File: src/rtl/regfile_writeback_pkg.sv
// Shared widths, index/data types and the scoreboard ceiling for the
// register file writeback block.
package regfile_writeback_pkg;

  localparam int DATA_W = 16;
  localparam int ADDR_W = 4;
  localparam int NREGS  = 2 ** ADDR_W;
  localparam int CNT_W  = 2;

  typedef logic [ADDR_W-1:0] reg_idx_t;
  typedef logic [DATA_W-1:0] reg_data_t;
  typedef logic [CNT_W-1:0]  pend_cnt_t;

  // Highest number of writes that may be outstanding on one register.
  localparam pend_cnt_t PEND_MAX = CNT_W'((2 ** CNT_W) - 1);

endpackage

File: src/rtl/regfile_read_port.sv
// One combinational read port: storage lookup, write-through forwarding of
// the current writeback, and the busy flag derived from the scoreboard.
// Optional build macro: REGFILE_ZERO_REG_EN (register 0 reads as zero).
module regfile_read_port
  import regfile_writeback_pkg::*;
(
  input  logic [ADDR_W-1:0] index,
  input  reg_data_t         regs [NREGS],
  input  pend_cnt_t         pending [NREGS],
  input  logic              wb_valid,
  input  logic [ADDR_W-1:0] wb_index,
  input  logic [DATA_W-1:0] wb_value,
  output logic [DATA_W-1:0] value,
  output logic              busy
);

  logic      wb_hit;
  pend_cnt_t pend;

  assign wb_hit = wb_valid && (wb_index == index);
  assign pend   = pending[index];

  // Forward the in-flight writeback; a hit on the last outstanding write
  // delivers the final value now, so the operand is no longer busy.
  always_comb begin
    value = regs[index];
    busy  = (pend != '0) && !((pend == pend_cnt_t'(1)) && wb_hit);
    if (wb_hit) value = wb_value;
`ifdef REGFILE_ZERO_REG_EN
    if (index == '0) begin
      value = '0;
      busy  = 1'b0;
    end
`endif
  end

endmodule

File: src/rtl/regfile_writeback.sv
// Architectural register file (16 x 16) with writeback port, two forwarding
// read ports and a per-register pending-write scoreboard for issue stalls.
// Optional build macro: REGFILE_ZERO_REG_EN (register 0 hardwired to zero).
module regfile_writeback
  import regfile_writeback_pkg::*;
(
  input  logic              clk,
  input  logic              rst,
  input  logic              wb_valid,
  input  logic [ADDR_W-1:0] wb_index,
  input  logic [DATA_W-1:0] wb_value,
  input  logic              issue_valid,
  input  logic [ADDR_W-1:0] issue_dest,
  output logic              issue_stall,
  input  logic [ADDR_W-1:0] rd_a_index,
  output logic [DATA_W-1:0] rd_a_value,
  output logic              rd_a_busy,
  input  logic [ADDR_W-1:0] rd_b_index,
  output logic [DATA_W-1:0] rd_b_value,
  output logic              rd_b_busy,
  output logic              wb_error
);

  reg_data_t regs        [NREGS];
  pend_cnt_t pending     [NREGS];
  pend_cnt_t pending_nxt [NREGS];

  logic issue_acc;
  logic wb_dec;
  logic wb_orphan;
  logic wb_write;
  logic zero_issue;
  logic zero_wb;

`ifdef REGFILE_ZERO_REG_EN
  assign zero_issue = (issue_dest == '0);
  assign zero_wb    = (wb_index == '0);
`else
  assign zero_issue = 1'b0;
  assign zero_wb    = 1'b0;
`endif

  // A writeback retiring a reservation frees a slot in the same cycle.
  assign wb_dec      = wb_valid && (pending[wb_index] != '0);
  assign wb_orphan   = wb_valid && (pending[wb_index] == '0) && !zero_wb;
  assign wb_write    = wb_valid && !zero_wb;
  assign issue_stall = issue_valid && !zero_issue
                       && (pending[issue_dest] == PEND_MAX)
                       && !(wb_dec && (wb_index == issue_dest));
  assign issue_acc   = issue_valid && !issue_stall && !zero_issue;

  // Per-register increment/decrement; coincident events on one index cancel.
  always_comb begin
    for (int i = 0; i < NREGS; i++) begin
      pending_nxt[i] = pending[i];
      if (issue_acc && (issue_dest == reg_idx_t'(i))
          && !(wb_dec && (wb_index == reg_idx_t'(i))))
        pending_nxt[i] = pending[i] + pend_cnt_t'(1);
      else if (wb_dec && (wb_index == reg_idx_t'(i))
               && !(issue_acc && (issue_dest == reg_idx_t'(i))))
        pending_nxt[i] = pending[i] - pend_cnt_t'(1);
    end
  end

  // Register storage, scoreboard and sticky error flag.
  always_ff @(posedge clk or negedge rst) begin
    if (!rst) begin
      for (int i = 0; i < NREGS; i++) begin
        regs[i]    <= '0;
        pending[i] <= '0;
      end
      wb_error <= 1'b0;
    end else begin
      for (int i = 0; i < NREGS; i++) pending[i] <= pending_nxt[i];
      if (wb_write) regs[wb_index] <= wb_value;
      if (wb_orphan) wb_error <= 1'b1;
    end
  end

  regfile_read_port u_port_a (
    .index    (rd_a_index),
    .regs     (regs),
    .pending  (pending),
    .wb_valid (wb_valid),
    .wb_index (wb_index),
    .wb_value (wb_value),
    .value    (rd_a_value),
    .busy     (rd_a_busy)
  );

  regfile_read_port u_port_b (
    .index    (rd_b_index),
    .regs     (regs),
    .pending  (pending),
    .wb_valid (wb_valid),
    .wb_index (wb_index),
    .wb_value (wb_value),
    .value    (rd_b_value),
    .busy     (rd_b_busy)
  );

endmodule

File: config.mk
export PLATFORM = sky130hd
export DESIGN_NAME = regfile_writeback
export DESIGN_NICKNAME = d
export VERILOG_FILES = /design/src/rtl/regfile_writeback_pkg.sv /design/src/rtl/regfile_read_port.sv /design/src/rtl/regfile_writeback.sv
export SDC_FILE = /design/constraint.sdc
export NUM_CORES = 1
export LEC_CHECK = 0
export CAP_MARGIN = 15
export CORE_ASPECT_RATIO = 0.5
export CORE_UTILIZATION = 56
export DETAILED_ROUTE_END_ITERATION = 8
export MAX_ROUTING_LAYER = met4
export PLACE_DENSITY = 0.75
export SLEW_MARGIN = 10
export SYNTH_ARGS = -nofsm -noshare
export SYNTH_HDL_FRONTEND = slang
export SYNTH_SLANG_ARGS = --single-unit
File: constraint.sdc
create_clock -name clk -period 2.3 [get_ports clk]
set_clock_uncertainty 0.15 [all_clocks]
set_input_delay 0.345 -clock clk [delete_from_list [all_inputs] [get_ports clk]]
set_output_delay 0.345 -clock clk [all_outputs]
set_load 0.005 [all_outputs]
==> results.toml, run 1 <==
[sta]
tightestPinTransition_ps = 588.0
max_slew_margin_pct = 60.50
min_period_over_period_pct = 131.1
min_period_ps = 3016
rsz0062_at_grt = "yes"
finalSetupTns_ps = -32020
hold_viol_final = 0
setup_viol = 68
fin_ws_ps = -716.3
drv_slew = 0
fmax_mhz = 331.5

[cts]
root_buffer = "clkbuf_16"
tritoncts = "yes"
cts_sinks = 289
cts_max_level = 1
cts_made_buffers = 28
clk_path_buf_depth = 3
clk_pin_slew_ps = 70
insertion_delay_ps = 560

[synth]
async_flop_share_pct = 100.0
ys_ff_latch = 289
syn-cell-area_sq_um = 16800
synth_cell_types = 47
seq_area_frac_synth_pct = 43.05
postSynthAreaPerCell_sq_um = 14.94
synthesis.yosys.warnings = 0
synth_edf_count = 0
netlist_instances = 1124
dominantRegCellSynth = "dfrtp_1"
syn_nets = 1176

[finish]
fillers = 1710
final_nets = 1402
drive_above_1_share_pct = 63.63
stdcell_area_sq_um = 21730
area_growth_syn_to_layout_pct = 29.38
final_util_pct = 74.34
final_cell_mix = "dfrtp_1, mux2_2, mux4_2, buf_4, buf_6"
multi_input_area_sq_um = 9946
instances_no_fill = 1764
mostFrequentLayoutCell = "dfrtp_1"
regArea_sq_um = 7242

[detailed_routing]
drtAntennaViolNets = 0
wl_mm = 49.27
vias = 11890
drt-initial-drc-count = 1267
drtPass1Iterations = 9
drcViolationCount = 6
viasPerCell = 6.740
routedWlPerCell_um = 27.93

[place]
dpl_worst_slack_ps = -865.2
port_buffers = 71
globalplace.congestion = 0.9632
placed_area_sq_um = 19280
hpwl_mm = 30.66
dp_cells = 1655

[critical_path]
cp-start-kind = "flip-flop"
path_max_fanout = 2
cp_slowest_cell = "mux4_2"
cpPeakStageDelay_ps = 540
required_ps = 1800
reg2reg_depth = 12
crit_type = "flip-flop to primary output"
reg2reg_slack_ps = -510
crit_chain = "buf_6 -> mux4_2 -> mux4_2 -> mux2_4 -> buf_6"
regToRegStartpoint = "pending[13]"
endpoint_kind = "primary output"
r2r_end = "pending[15]"
cp.arrival_ps = 2520

[floorplan]
rows = 44
design.die.area_sq_um = 30730
core_sq_um = 29230
die_w_um = 246.9
ioPinCount = 72
die_h_um = 124.5
start_util_pct = 57.46

[global_routing]
grt_max_degree = 63
grt_pass1_wl_mm = 75.50
grt_pass1_vias = 12660
antenna_found_initial = 1
grt_use_total_pct = 33.77
grt_overflow = 0

[flow_run]
maxCapViolations = 0

[status]
violations = "DRC, setup timing"
status = "complete, but fails checks"

[pwr]
powerDensity_nw_per_um2 = 892.0
p_leak_nw = 9.072
vdd_drop_max_mv = 0.6761

[min_path]
hold_path_class = "primary input to asynchronous set/reset pin"
[per-layer routing]
metal | global-route usage, % | share of wire (%)
met4 | 11.80 | 3.8
met5 | - | 0
met2 | 51.18 | 48
met3 | 7.240 | 7.7
met1 | 45.55 | 40
[flip-flops by register name, summed over array words and instances (netlist names)]
signal	count
regs	256
wb_error	1
pending	32
[worst max-delay path, delay by kind of cell, from the launching register on]
kind | cells | cell delay (ps)
multiplexers | 3 | 1290
flip-flops | 1 | 400
buffers and inverters | 2 | 230
[area by class of cell]
class                      count  share of cell area (%)
clock buffer                  38                   3.627
multi-input combinational    725                   45.77
sequential                   289                   33.32
antenna                        1                 0.01151
tap                          391                   2.251
clock inverter                14                  0.8521
timing repair buffer         294                   13.96
inverter                      12                  0.2073
[logic make-up (layout without fill, tap and decap cells)]
family | after synthesis | after routing | synth area share [%]
xor gates and xnor gates | 60 | 60 | 3.128
and+or+nand+nor | 141 | 141 | 4.283
adders and majority gates | 16 | 16 | 1.192
DFF | 289 | 289 | 43.05
AOI/OAI and AO/OA | 42 | 42 | 1.683
other | 0 | 1 | 0
muxes | 466 | 466 | 43.17
buffers and inverters | 110 | 358 | 3.486
[worst max-delay path by stage]
stage                      from       endpoint  slack [ps]  depth (start not counted)
global route          regs[129]  rd_b_value[1]        -750                          5
finish                regs[129]  rd_b_value[1]        -720                          5
floorplan           wb_index[2]    pending[13]        -190                         12
detailed placement  wb_index[1]    pending[15]        -870                         13
global placement    wb_index[1]    issue_stall        -840                          8
CTS                   regs[129]  rd_b_value[1]        -710                          5
[power breakdown]
part	switching [mW]	leakage [nW]	internal, mW
registers	1.32	3.52	6.44
clock network	2.12	0.475	2.77
logic	2.49	5.07	4.26
total	5.92	9.07	13.5
[synthesized netlist by cell type, drive strengths merged (9+ instances only)]
library cell	count	share of area [%]
nand2	32	0.72
mux2	288	19
nand2b	10	0.37
buf	59	2.3
ha	16	1.2
nand3	17	0.51
nor3	13	0.39
dfrtp	289	43
clkbuf	39	0.87
mux4	178	24
xnor2	23	1.2
xor2	37	1.9
inv	10	0.22
a31oi	16	0.60
o21bai	9	0.40
nor2	34	0.77
[timing repair]
| item | CTS | global route |
|---|---|---|
| resized for setup | 296 | 69 |
| endpoints found under the setup margin | 67 | 67 |
| buffers inserted | 42 | 12 |
| pin swaps | 38 | 48 |
| hold buffers | 1 | 0 |
| cloned | 2 | 0 |
| hold endpoints to repair | 287 | 0 |
[stage by stage]
| stage | hold slack (ps) | power (mW) |
|---|---|---|
| floorplan | -100.6 | 11.01 |
| CTS | 127.0 | 18.96 |
| global placement | 129.8 | 13.10 |
| global route | 146.6 | 20.12 |
| detailed placement | 135.6 | 13.43 |
| finish | 133.5 | 19.38 |
No activity file was read; power rests on OpenSTA's default activity.
==> run 2: changes to the inputs <==
Settings changed: CAP_MARGIN 15 to 5.
==> results of run 2 <==
The final DEF is identical to that of run 1; final timing and power are the same.
==> run 3: changes to the inputs <==
Settings changed: CTS_BUF_LIST set to sky130_fd_sc_hd__clkbuf_16.
==> run 3 against run 2 <==
Compared with the run above: the run still ends with DRC, setup timing left; non-clock buffer count is 5 higher; utilization hardly changed; first-iteration DRC count is 3.2% higher; routed wire length is 0.62% higher; register-to-register slack hardly changed; via count is 0.23% higher; clock power is 4.1% lower; final cell count is 0.28% higher; count of clock-buffer cells in the layout is 10 lower; maximum frequency is 0.12% lower; hold slack worse by 3.2 ps; sequential share of layout area hardly changed.
==> results.toml, run 3 (synthesis results as in run 1) <==
[status]
status = "complete, but fails checks"
violations = "DRC, setup timing"

[floorplan]
rows = 44
core_sq_um = 29230
die_h_um = 124.5
start_util_pct = 57.46
ioPinCount = 72
die_w_um = 246.9
design.die.area_sq_um = 30730

[sta]
fmax_mhz = 331.1
hold_viol_final = 0
finalSetupTns_ps = -31910
fin_ws_ps = -720.0
hold_ws_ps = 130.3
min_period_over_period_pct = 131.3
tightestPinTransition_ps = 588.5
drv_slew = 0
setup_viol = 68
max_slew_margin_pct = 60.47
rsz0062_at_grt = "yes"
min_period_ps = 3020

[pwr]
total_power_mw = 19.23
powerDensity_nw_per_um2 = 885.0
p_leak_nw = 9.092
vdd_drop_max_mv = 0.6828

[detailed_routing]
drt-initial-drc-count = 1308
viasPerCell = 6.736
drcViolationCount = 6
routedWlPerCell_um = 28.03
wl_mm = 49.58
drtAntennaViolNets = 0
vias = 11920
drtPass1Iterations = 7

[critical_path]
endpoint_kind = "primary output"
path_buf_inv = 2
reg2reg_depth = 12
cp_slowest_cell = "mux4_2"
crit_chain = "buf_6 -> mux4_2 -> mux4_2 -> mux2_4 -> buf_6"
cp.arrival_ps = 2520
cpPeakStageDelay_ps = 540
crit_family = "multiplexers"
path_max_fanout = 2
required_ps = 1800
crit_type = "flip-flop to primary output"
cp_num_cells = 5
cp-start-kind = "flip-flop"

[cts]
clk_pin_slew_ps = 70
cts_sinks = 289
insertion_delay_ps = 560
cts_max_level = 1
tritoncts = "yes"
cts_made_buffers = 28
root_buffer = "clkbuf_16"
clk_path_buf_depth = 3

[min_path]
hold_path_class = "primary input to asynchronous set/reset pin"

[global_routing]
antenna_found_initial = 1
grt_use_total_pct = 33.92
grt_overflow = 0
grt_max_degree = 63
grt_pass1_wl_mm = 75.73
grt_pass1_vias = 12690

[finish]
regMostFlops = "regs"
stdcell_area_sq_um = 21730
mostFrequentLayoutCell = "dfrtp_1"
largest_reg_flops = 256
drive_above_1_share_pct = 63.40
final_nets = 1407
final_cell_mix = "dfrtp_1, mux2_2, mux4_2, buf_4, buf_6"
largestRegisters = "regs (256), pending (32), wb_error (1)"
fillers = 1712
area_growth_syn_to_layout_pct = 29.35

[place]
globalplace.congestion = 0.9632
port_buffers = 71
hpwl_mm = 30.66
placed_area_sq_um = 19280

[flow_run]
maxCapViolations = 0
-- run 3: changes by cell type in the layout (fill, tap and decap cells not counted) --
cell / delta
buf_4: +3
buf_6: +2
clkbuf_1: -5
clkbuf_8: -5
clkinv_1: +5
inv_1: +5
-- run 3: what timing repair did --
action / in CTS / in global routing
gates resized for setup: 297 / 70
pin swaps: 38 / 48
hold buffers: 1 / 0
hold endpoints to repair: 287 / 0
endpoints found under the setup margin: 67 / 67
cloned: 2 / 0
buffers inserted: 47 / 12
-- run 3: metrics by stage --
step           util [%]  worst slack [ps]  cells
2_1_floorplan         -            -189.2   1124
3_3_place_gp      65.95            -838.2   1655
3_5_place_dp      65.95            -865.2   1655
4_1_cts           72.85            -711.8   1757
5_1_grt           74.32            -747.9   1769
6_report          74.32            -720.0   1769
-- run 3: final timing paths --
kind,from,to,slack (ps)
worst max-delay path,regs[129],rd_b_value[1],-720
worst min-delay path,rst,regs[180],130
worst max register to register,pending[13],pending[15],-510
worst min register to register,wb_error,wb_error,350
max in group asynchronous,rst,regs[57],1160
min in group clk,wb_error,wb_error,350
-- run 3: area by class of cell --
class                   instances  area [sq um]  area share, %
diodes                          1         2.502        0.01152
clock buffers                  28         700.7          3.225
clock inverters                24         222.7          1.025
inverters                      12         45.04         0.2073
multi-input cells             725          9946          45.78
flip-flops and latches        289          7242          33.33
well taps                     391         489.2          2.252
repair buffers                299          3079          14.17
-- run 3: metal layers --
| layer | global-route usage [%] | vias to the layer above | wire (um) |
|---|---|---|---|
| li1 | - | 4801 | - |
| met3 | 7.240 | 157 | 4147 |
| met2 | 51.44 | 647 | 23840 |
| met5 | - | - | 0 |
| met4 | 11.98 | 0 | 1942 |
| met1 | 45.67 | 6311 | 19650 |
-- run 3: where the power goes --
part	internal [mW]	switching (mW)	total (mW)	leakage, nW
sequential	6.44	1.31	7.75	3.52
combinational	4.29	2.50	6.79	5.10
clock	2.58	2.12	4.69	0.467
total	13.3	5.92	19.2	9.09
